<file path="config.mk">
export PLATFORM = sky130hd
export DESIGN_NAME = mem_access_ctrl
export DESIGN_NICKNAME = d
export VERILOG_FILES = /design/src/rtl/mem_access_ctrl.sv
export SDC_FILE = /design/constraint.sdc
export NUM_CORES = 1
export LEC_CHECK = 0
export ABC_AREA = 1
export BUFFER_PORTS_ARGS = -buffer_cell sky130_fd_sc_hd__buf_2
export CORE_MARGIN = 3
export CORE_UTILIZATION = 50
export DETAILED_ROUTE_END_ITERATION = 10
export HOLD_SLACK_MARGIN = 0.1
export PLACE_DENSITY = 0.79
export SLEW_MARGIN = 40
export SYNTH_ARGS = -nofsm -noshare
export SYNTH_HDL_FRONTEND = slang
export SYNTH_SLANG_ARGS = --single-unit
</file>
<file path="constraint.sdc">
create_clock -name clk -period 2.9 [get_ports clk]
set_input_delay 0.58 -clock clk [delete_from_list [all_inputs] [get_ports clk]]
set_output_delay 0.58 -clock clk [all_outputs]
set_load 0.1 [all_outputs]
</file>
<file path="src/rtl/mem_access_ctrl.sv">
// -----------------------------------------------------------------------------
// mem_access_ctrl
//
// Initiator side of the data-memory load/store path, placed between the CPU
// execute stage and the data-memory responder. It takes one request at a time,
// computes the effective address and checks alignment. It drives the responder
// handshake and extracts/extends sub-word load data. A byte or halfword store is
// done as read-modify-write: the word is read, the new lane is merged in, and the
// whole word is written back.
//
// Ports
//   clk, reset                 rising-edge clock, synchronous active-high reset
//   req_valid / req_ready      request handshake (req_ready high only in IDLE)
//   is_store, size, is_unsigned, base, offset, store_data, rd_addr
//                              request fields, latched on acceptance
//   wb_valid, wb_rd, wb_data   one-cycle load write-back
//   done, err                  one-cycle completion pulse (err with done)
//   mem_ld_en, mem_st_en       responder enables (never both high)
//   mem_addr, mem_wdata        responder word address / write word
//   mem_rdata, mem_ready       responder read word / completion
// -----------------------------------------------------------------------------
module mem_access_ctrl #(
   parameter int MEM_AW  = 10,   // word-address width (must be <= 29)
   parameter int TIMEOUT = 16    // wait cycles before aborting an access
) (
   input  logic        clk,
   input  logic        reset,
   input  logic        req_valid,
   output logic        req_ready,
   input  logic        is_store,
   input  logic [1:0]  size,
   input  logic        is_unsigned,
   input  logic [31:0] base,
   input  logic [15:0] offset,
   input  logic [31:0] store_data,
   input  logic [3:0]  rd_addr,
   output logic        wb_valid,
   output logic [3:0]  wb_rd,
   output logic [31:0] wb_data,
   output logic        done,
   output logic        err,
   output logic        mem_ld_en,
   output logic        mem_st_en,
   output logic [31:0] mem_addr,
   output logic [31:0] mem_wdata,
   input  logic [31:0] mem_rdata,
   input  logic        mem_ready
);

   localparam int CNT_W = $clog2(TIMEOUT + 1);
   localparam logic [CNT_W-1:0] CNT_LIMIT = CNT_W'(TIMEOUT - 1);

   localparam logic [1:0] SZ_BYTE = 2'b00;
   localparam logic [1:0] SZ_HALF = 2'b01;
   localparam logic [1:0] SZ_WORD = 2'b10;

   typedef enum logic [2:0] {
      IDLE,
      SETUP,
      LD_WAIT,
      ST_WAIT,
      RESP
   } state_t;

   state_t state_reg, state_next;

   // Latched request
   logic [MEM_AW+1:0] ea_reg;       // only the bits that reach the responder
   logic [1:0]        size_reg;
   logic              store_reg;
   logic              unsigned_reg;
   logic [31:0]       sdata_reg;
   logic [3:0]        rd_reg;
   logic              err_reg;

   logic [31:0]       wdata_reg;
   logic [31:0]       ld_data_reg;
   logic [CNT_W-1:0]  cnt_reg;

   logic [31:0]       ea_calc;
   logic              misalign;
   logic              timeout_hit;
   logic              in_wait;
   logic              cnt_at_limit;

   logic [7:0]        rd_byte;
   logic [15:0]       rd_half;
   logic [31:0]       ld_ext;
   logic [31:0]       merged;

   // Effective address wraps modulo 2^32. Bits above the word address are
   // discarded; the reduction below just keeps them out of lint's way.
   assign ea_calc = base + {{16{offset[15]}}, offset};

   logic unused_ea_hi;
   assign unused_ea_hi = ^ea_calc[31:MEM_AW+2];

   always_comb begin
      misalign = 1'b0;
      case (size)
         SZ_BYTE: misalign = 1'b0;
         SZ_HALF: misalign = ea_calc[0];
         SZ_WORD: misalign = (ea_calc[1:0] != 2'b00);
         default: misalign = 1'b1;     // size 11 is illegal
      endcase
   end

   assign in_wait      = (state_reg == LD_WAIT) || (state_reg == ST_WAIT);
   assign cnt_at_limit = (cnt_reg == CNT_LIMIT);

   // ---------------------------------------------------------------------------
   // Load extraction from the word currently presented by the responder
   // ---------------------------------------------------------------------------
   always_comb begin
      rd_byte = 8'h00;
      case (ea_reg[1:0])
         2'd0:    rd_byte = mem_rdata[7:0];
         2'd1:    rd_byte = mem_rdata[15:8];
         2'd2:    rd_byte = mem_rdata[23:16];
         default: rd_byte = mem_rdata[31:24];
      endcase
      rd_half = ea_reg[1] ? mem_rdata[31:16] : mem_rdata[15:0];

      ld_ext = mem_rdata;
      case (size_reg)
         SZ_BYTE: ld_ext = unsigned_reg ? {24'h0, rd_byte}
                                        : {{24{rd_byte[7]}}, rd_byte};
         SZ_HALF: ld_ext = unsigned_reg ? {16'h0, rd_half}
                                        : {{16{rd_half[15]}}, rd_half};
         default: ld_ext = mem_rdata;   // word: is_unsigned has no effect
      endcase
   end

   // ---------------------------------------------------------------------------
   // Read-modify-write merge, one byte lane per generate iteration. A byte
   // store hits exactly one lane; a half store hits the lane pair picked by
   // ea[1] and takes store_data byte 0 or 1 according to position in the pair.
   // ---------------------------------------------------------------------------
   genvar gi;
   generate
      for (gi = 0; gi < 4; gi++) begin : g_lane
         logic byte_hit;
         logic half_hit;
         assign byte_hit = (size_reg == SZ_BYTE) && (ea_reg[1:0] == 2'(gi));
         assign half_hit = (size_reg == SZ_HALF) && (ea_reg[1] == 1'(gi / 2));
         assign merged[8*gi+7 -: 8] =
            byte_hit ? sdata_reg[7:0] :
            half_hit ? sdata_reg[8*(gi%2)+7 -: 8] :
                       mem_rdata[8*gi+7 -: 8];
      end
   endgenerate

   // ---------------------------------------------------------------------------
   // FSM state register
   // ---------------------------------------------------------------------------
   always_ff @(posedge clk) begin
      if (reset) begin
         state_reg <= IDLE;
      end else begin
         state_reg <= state_next;
      end
   end

   // ---------------------------------------------------------------------------
   // FSM next state and outputs. Enables are pure state decodes, so they fall
   // in the cycle after mem_ready is sampled and can never overlap.
   // ---------------------------------------------------------------------------
   always_comb begin
      state_next  = state_reg;
      timeout_hit = 1'b0;
      req_ready   = 1'b0;
      done        = 1'b0;
      err         = 1'b0;
      wb_valid    = 1'b0;
      wb_rd       = 4'h0;
      wb_data     = 32'h0;
      mem_ld_en   = 1'b0;
      mem_st_en   = 1'b0;

      case (state_reg)
         IDLE: begin
            req_ready = 1'b1;
            if (req_valid) begin
               state_next = misalign ? RESP : SETUP;
            end
         end

         // Address is stable for one cycle before any enable rises.
         SETUP: begin
            if (store_reg && (size_reg == SZ_WORD)) begin
               state_next = ST_WAIT;
            end else begin
               state_next = LD_WAIT;
            end
         end

         LD_WAIT: begin
            mem_ld_en = 1'b1;
            if (mem_ready) begin
               state_next = store_reg ? ST_WAIT : RESP;
            end else if (cnt_at_limit) begin
               timeout_hit = 1'b1;
               state_next  = RESP;
            end
         end

         ST_WAIT: begin
            mem_st_en = 1'b1;
            if (mem_ready) begin
               state_next = RESP;
            end else if (cnt_at_limit) begin
               timeout_hit = 1'b1;
               state_next  = RESP;
            end
         end

         RESP: begin
            done       = 1'b1;
            err        = err_reg;
            state_next = IDLE;
            if (!store_reg && !err_reg) begin
               wb_valid = 1'b1;
               wb_rd    = rd_reg;
               wb_data  = ld_data_reg;
            end
         end

         default: state_next = IDLE;
      endcase
   end

   assign mem_addr  = {{(32-MEM_AW){1'b0}}, ea_reg[MEM_AW+1:2]};
   assign mem_wdata = wdata_reg;

   // ---------------------------------------------------------------------------
   // Datapath registers
   // ---------------------------------------------------------------------------
   always_ff @(posedge clk) begin
      if (reset) begin
         ea_reg       <= '0;
         size_reg     <= 2'b00;
         store_reg    <= 1'b0;
         unsigned_reg <= 1'b0;
         sdata_reg    <= 32'h0;
         rd_reg       <= 4'h0;
         err_reg      <= 1'b0;
         wdata_reg    <= 32'h0;
         ld_data_reg  <= 32'h0;
         cnt_reg      <= '0;
      end else begin
         if ((state_reg == IDLE) && req_valid) begin
            ea_reg       <= ea_calc[MEM_AW+1:0];
            size_reg     <= size;
            store_reg    <= is_store;
            unsigned_reg <= is_unsigned;
            sdata_reg    <= store_data;
            rd_reg       <= rd_addr;
            err_reg      <= misalign;
         end

         if ((state_reg == SETUP) && store_reg) begin
            wdata_reg <= sdata_reg;
         end

         if ((state_reg == LD_WAIT) && mem_ready) begin
            if (store_reg) begin
               wdata_reg <= merged;
            end else begin
               ld_data_reg <= ld_ext;
            end
         end

         if (timeout_hit) begin
            err_reg <= 1'b1;
         end

         // Restart on every entry into a wait state (including LD -> ST).
         if (in_wait && (state_next == state_reg)) begin
            cnt_reg <= cnt_reg + CNT_W'(1);
         end else begin
            cnt_reg <= '0;
         end
      end
   end

endmodule
</file>
==> flow_metrics.py, run 1 <==
metrics = {
    "run_status": {
        "outcome": "completed",
    },
    "power_and_ir_drop": {
        "switching_power_mw": 1.74,
        "p_leak_nw": 4.22,
        "p_seq_frac": 0.355,
        "power_density_mw_per_mm2": 600,
        "p_sw_frac": 0.325,
        "combinationalPowerShare": 0.217,
        "clockPowerShare": 0.428,
        "irDropWorstVdd_uv": 497,
        "intPower_mw": 3.61,
    },
    "global_routing": {
        "antenna_found_initial": 1,
        "grt_pass1_wl_mm": 33.5,
        "track_usage": 0.265,
        "grt_max_degree": 79,
        "globalRouteOverflowTotal": 0,
        "first_global_vias": 6708,
    },
    "synthesis": {
        "synth_common_cells": "186 x nand2_1, 152 x inv_1, 140 x a21oi_1",
        "syn_inst": 1039,
        "ys_seq_area_frac": 0.358,
        "async_flop_share": 0,
        "yosys_warnings": 0,
        "syn_area_mm2": 0.00699,
        "yosysMostFrequentCell": "nand2_1",
        "ys_types": 36,
        "synth_area_per_cell_um2": 6.73,
        "synth_top_area_share": 0.358,
        "synthFlopType": "dfxtp_1",
        "ys_ff_latch": 125,
        "netlist_top_cells_area": "dfxtp_1 36%, a21oi_1 10%, nand2_1 10%, o21ai_0 8.5%, inv_1 8.2%",
        "synth_edf_count": 0,
        "synth_top_area_cell": "dfxtp_1",
    },
    "sta": {
        "period_needed_ps": 2570,
        "slew_headroom": 0.510,
        "worst_slew_pin_slew_ps": 735,
        "max_freq_mhz": 390,
        "setup_slack_ps": 334,
        "fin_worst_skew_ps": 8.91,
        "finalSetupViolCount": 0,
        "fin_crit_sh": 0.885,
        "finalHoldViolations": 0,
        "rsz0062_at_grt": "no",
        "maxSlewViolCount": 0,
    },
    "placement": {
        "dp_hpwl_mm": 15.5,
        "gp_congestion": 0.918,
        "dp_slack_ps": 537,
        "numPortBuffers": 183,
    },
    "setup_path": {
        "crit_top_cell": "inv_1",
        "path_cells": "inv_1 -> nand3_2 -> inv_1 -> nand2_2 -> buf_4 -> nor2_2 -> buf_12",
        "start_kind": "register",
        "critical_path.top_delay_family": "buffers and inverters",
        "crit_path_max_fanout": 25,
        "critPathRequiredTime_ps": 2320,
        "r2r_start": "size_reg[1]",
        "reg2reg_depth": 9,
        "arrival_ps": 1990,
        "path_buf_inv": 4,
        "crit_type": "register to output pin",
        "critPathMaxStageDelay_ps": 420,
        "cp_slowest_cell": "dfxtp_1",
        "endpoint_kind": "output pin",
        "worst_r2r_endpoint": "ld_data_reg[20]",
        "rrSetupSlack_ps": 940,
    },
    "cells_and_area": {
        "layout-drive-gt1-share": 0.229,
        "post-route-util": 0.662,
        "diodes": 0,
        "nNetsFinal": 1322,
        "n_fill_cell": 1275,
        "area_growth_pct": 27.5,
    },
    "clock_network": {
        "root_buffer": "clkbuf_16",
        "clock-sinks": 125,
        "cts_tree": "done",
        "cts_buffers": 17,
        "htree_levels": 4,
        "cts.hold.buffers_added": 0,
        "ctsResizeCount": 0,
        "cts_buffer_depth": 2,
        "cts_setup_buffers": 0,
        "clk_transition_reported_paths_ps": 60,
        "clkLatencyLatePin_ps": 420,
    },
    "die": {
        "coreArea_mm2": 0.0135,
        "die_area_mm2": 0.0154,
        "rows": 42,
        "die_w_um": 124,
        "ios": 230,
        "start_util": 0.519,
        "chipHeight_um": 124,
    },
    "drt": {
        "routedWlPerCell_um": 15.3,
        "wl_mm": 21.0,
        "route.detailed.drc": 0,
        "drt_iter0_markers": 749,
        "vias": 7313,
        "viasPerCell": 5.33,
        "first_pass_iters": 5,
        "ant_nets": 0,
    },
    "flow_run": {
        "drv_cap": 0,
    },
    "hold_path": {
        "min_path_cells": 3,
        "hold_class": "primary input to register",
        "min_to": "sdata_reg[21]",
        "worstHoldStart": "store_data[21]",
    },
}
## cells by family after synthesis
kind of cell    after synthesis  synth area share
buf+inv                     249             0.160
flops                       125             0.358
fa+ha+maj                    14            0.0261
compound gates              341             0.269
other cells                   1          0.000537
xor+xnor                      6           0.00752
simple gates                303             0.179
## worst max-delay path by stage
stage,startpoint,end,slack [ps],cells after the start
final,state_reg[0],wb_data[29],330,7
after global routing,state_reg[0],wb_data[29],180,7
after CTS,state_reg[0],wb_data[29],300,7
after detailed placement,offset[0],cnt_reg[4],540,12
after global placement,offset[0],cnt_reg[2],570,12
after floorplan,state_reg[0],wb_data[25],-280,7
## worst min-delay path, stage by stage
cell and delay [ps]:
buf_2 100, nand2_1 50, a21oi_1 50
## routing by layer
layer	up-vias	global-route usage	share of wire
met2	312	0.425	0.46
li1	3613	-	-
met4	2	0.104	0.026
met5	-	0	0.00062
met3	46	0.0722	0.090
met1	3340	0.340	0.42
## final cells by class
type                       instances  area (um2)  share of cell area
tap                              176         220              0.0247
clock inverter                    11         193              0.0216
clock buffer                      20         437              0.0490
inverter                         160         601              0.0674
sequential                       125        2500               0.281
timing repair buffer             194        1420               0.159
multi-input combinational        686        3540               0.397
## through the flow
stage / hold WS (ps) / total power [mW] / setup TNS [ps] / cell area, um2 / cells
4_1_cts: 394 / 5.35 / 0 / 8910 / 1372
6_report: 401 / 5.34 / 0 / 8910 / 1372
3_3_place_gp: 431 / 3.06 / 0 / 8270 / 1340
5_1_grt: 411 / 5.55 / 0 / 8910 / 1372
2_1_floorplan: 418 / 2.87 / -4960 / 7160 / 1060
3_5_place_dp: 440 / 3.08 / 0 / 8280 / 1341
## power groups by stage
stage | logic [mW] | clock network (mW) | registers [mW]
6_report | 1.16 | 2.29 | 1.89
5_1_grt | 1.26 | 2.39 | 1.91
4_1_cts | 1.15 | 2.31 | 1.89
3_5_place_dp | 1.15 | 0 | 1.93
3_3_place_gp | 1.13 | 0 | 1.93
2_1_floorplan | 0.878 | 0 | 1.99
## cells in the final DEF (no fill, tap or decap), types with 8 or more instances in the layout
cell / synthesis / final
a21oi_1: 140 / 140
buf_12: 0 / 28
buf_2: 21 / 156
buf_4: 40 / 10
clkbuf_16: 0 / 17
conb_1: 1 / 22
dfxtp_1: 125 / 125
ha_1: 13 / 13
inv_1: 152 / 152
inv_2: 8 / 8
nand2_1: 186 / 185
nand3_1: 28 / 28
nor2_1: 67 / 39
nor2_2: 2 / 26
o211ai_1: 41 / 41
o21a_1: 13 / 13
o21ai_0: 118 / 118
o21ai_1: 12 / 12
o21bai_1: 10 / 10
Note: power is estimated with default switching activity, not from simulation.
==> inputs of run 2 (changes only) <==
--- a/config.mk
+++ b/config.mk
@@ -7,11 +7,12 @@
 export LEC_CHECK = 0
 export ABC_AREA = 1
 export BUFFER_PORTS_ARGS = -buffer_cell sky130_fd_sc_hd__buf_2
+export CORE_ASPECT_RATIO = 1.2
 export CORE_MARGIN = 3
-export CORE_UTILIZATION = 50
+export CORE_UTILIZATION = 46
 export DETAILED_ROUTE_END_ITERATION = 10
 export HOLD_SLACK_MARGIN = 0.1
-export PLACE_DENSITY = 0.79
+export PLACE_DENSITY = 0.77
 export SLEW_MARGIN = 40
 export SYNTH_ARGS = -nofsm -noshare
 export SYNTH_HDL_FRONTEND = slang
==> constraint.sdc (replaced) <==
create_clock -name clk -period 2.3 [get_ports clk]
set_input_delay 0.46 -clock clk [delete_from_list [all_inputs] [get_ports clk]]
set_output_delay 0.46 -clock clk [all_outputs]
set_load 0.1 [all_outputs]
==> run 2 against run 1 <==
Against the previous run:
- non-clock buffer count increased by 3
- clock skew decreased by 1.3 ps
- count of clock-buffer cells in the layout decreased by 3
- cell count increased by 2.1%
- combinational power increased by 32%
- sequential share of layout area decreased by 1.2 points
- critical endpoint is now wb_data[5]
- highest routed layer unchanged
==> flow_metrics.py, run 2 (synthesis gave the netlist of run 1 again) <==
metrics = {
    "global_routing": {
        "track_usage": 0.257,
        "busiest_layer": "met2",
        "globalRouteOverflowTotal": 0,
        "first_global_vias": 6997,
        "grtUsageMet3": 0.0827,
        "use_met2": 0.440,
        "grt_pass1_wl_mm": 34.6,
        "antenna_found_initial": 3,
        "use_met1": 0.296,
        "grt_max_degree": 79,
    },
    "cells_and_area": {
        "fin_area_mm2": 0.00931,
        "nNetsFinal": 1325,
        "mostFrequentLayoutCells": "185 x nand2_1, 148 x inv_1, 147 x buf_2",
        "n_fill_cell": 1312,
        "layout-drive-gt1-share": 0.241,
        "post-route-util": 0.635,
        "instances_no_fill": 1401,
        "area_growth_pct": 33.2,
        "final_common_cell": "nand2_1",
    },
    "drt": {
        "viasPerCell": 5.31,
        "routedWlPerCell_um": 15.6,
        "ant_nets": 0,
        "route.detailed.drc": 0,
        "vias": 7436,
        "wl_mm": 21.9,
        "drt_iter0_markers": 712,
        "first_pass_iters": 5,
    },
    "die": {
        "coreArea_mm2": 0.0147,
        "ios": 230,
        "chipHeight_um": 141,
        "rows": 48,
        "die_w_um": 119,
        "die_area_mm2": 0.0167,
        "start_util": 0.477,
    },
    "sta": {
        "worst_hold_slack_ps": 283,
        "period_needed_ps": 2250,
        "fin_worst_skew_ps": 7.57,
        "max_freq_mhz": 444,
        "tns_ps": 0,
        "maxSlewViolCount": 0,
        "finalSetupViolCount": 0,
        "rsz0062_at_grt": "no",
        "slew_headroom": 0.540,
        "fin_crit_sh": 0.979,
        "setup_slack_ps": 49.3,
        "finalHoldViolations": 0,
        "worst_slew_pin_slew_ps": 691,
    },
    "setup_path": {
        "arrival_ps": 1790,
        "crit_path_max_fanout": 8,
        "cp_slowest_cell": "dfxtp_1",
        "path_cells": "nor2_2 -> buf_4 -> nand2_1 -> nor2_1 -> buf_12",
        "critPathMaxStageDelay_ps": 340,
        "critical_path.top_delay_family": "simple AND/OR/NAND/NOR gates",
        "critPathRequiredTime_ps": 1840,
        "path_buf_inv": 2,
        "crit_type": "register to output pin",
        "start_kind": "register",
        "endpoint_kind": "output pin",
    },
    "clock_network": {
        "clkLatencyLatePin_ps": 420,
        "cts_buffers": 17,
        "cts_buffer_depth": 2,
        "cts_tree": "done",
        "clk_transition_reported_paths_ps": 60,
        "clock-sinks": 125,
        "htree_levels": 4,
        "root_buffer": "clkbuf_16",
    },
    "power_and_ir_drop": {
        "power_density_mw_per_mm2": 720,
        "total_power_mw": 6.70,
        "irDropWorstVdd_uv": 371,
        "p_leak_nw": 4.27,
    },
    "placement": {
        "gp_congestion": 0.992,
        "dp_hpwl_mm": 15.8,
        "dp_slack_ps": 72.8,
        "dp_cells": 1367,
        "numPortBuffers": 183,
        "placed_cell_area_mm2": 0.00867,
    },
    "run_status": {
        "outcome": "completed",
    },
    "hold_path": {
        "hold_class": "primary input to register",
    },
    "flow_run": {
        "drv_cap": 0,
    },
}
run 2: changes by cell type in the layout (fill, tap and decap cells not counted), sizes merged:
cell    previous run  this run
bufinv             5         3
diode              0         1
clkbuf            20        17
inv              160       162
buf              194       197
clkinv             1         5
run 2: repair_timing:
action,CTS,global route
setup buffers,0,1
gates resized for setup,2,1
gates cloned,0,0
endpoints found under the setup margin,24,25
hold buffers,0,0
run 2: worst min-delay path, cell delays in order:
cell and delay, ps:
buf_2 90, nand2_1 50, a21oi_1 50
run 2: worst paths after layout:
kind / startpoint / end / slack [ps] / cells after the start
min: store_data[19] / sdata_reg[19] / 280 / 3
max reg2reg: size_reg[1] / ld_data_reg[20] / 280 / 9
max: err_reg / wb_data[5] / 50 / 5
min reg2reg: cnt_reg[0] / cnt_reg[0] / 450 / 1
run 2: routing by layer:
metal	vias to the layer above	wire length (um)
met2	358	10800
met5	-	36
met3	73	2120
met1	3378	8080
met4	6	826
li1	3621	-
run 2: area by class of cell:
type	count	area (um2)	share of cell area
diodes	1	2.50	0.000269
clock buffers	17	425	0.0457
clock inverters	15	188	0.0202
inverters	160	608	0.0653
multi-input cells	686	3690	0.397
flip-flops and latches	125	2500	0.269
well taps	200	250	0.0269
repair buffers	197	1640	0.176
run 2: power breakdown:
| group | internal, mW | switching, mW |
|---|---|---|
| combinational | 0.364 | 1.16 |
| clock | 1.72 | 1.07 |
| sequential | 2.30 | 0.0885 |
| total | 4.39 | 2.32 |
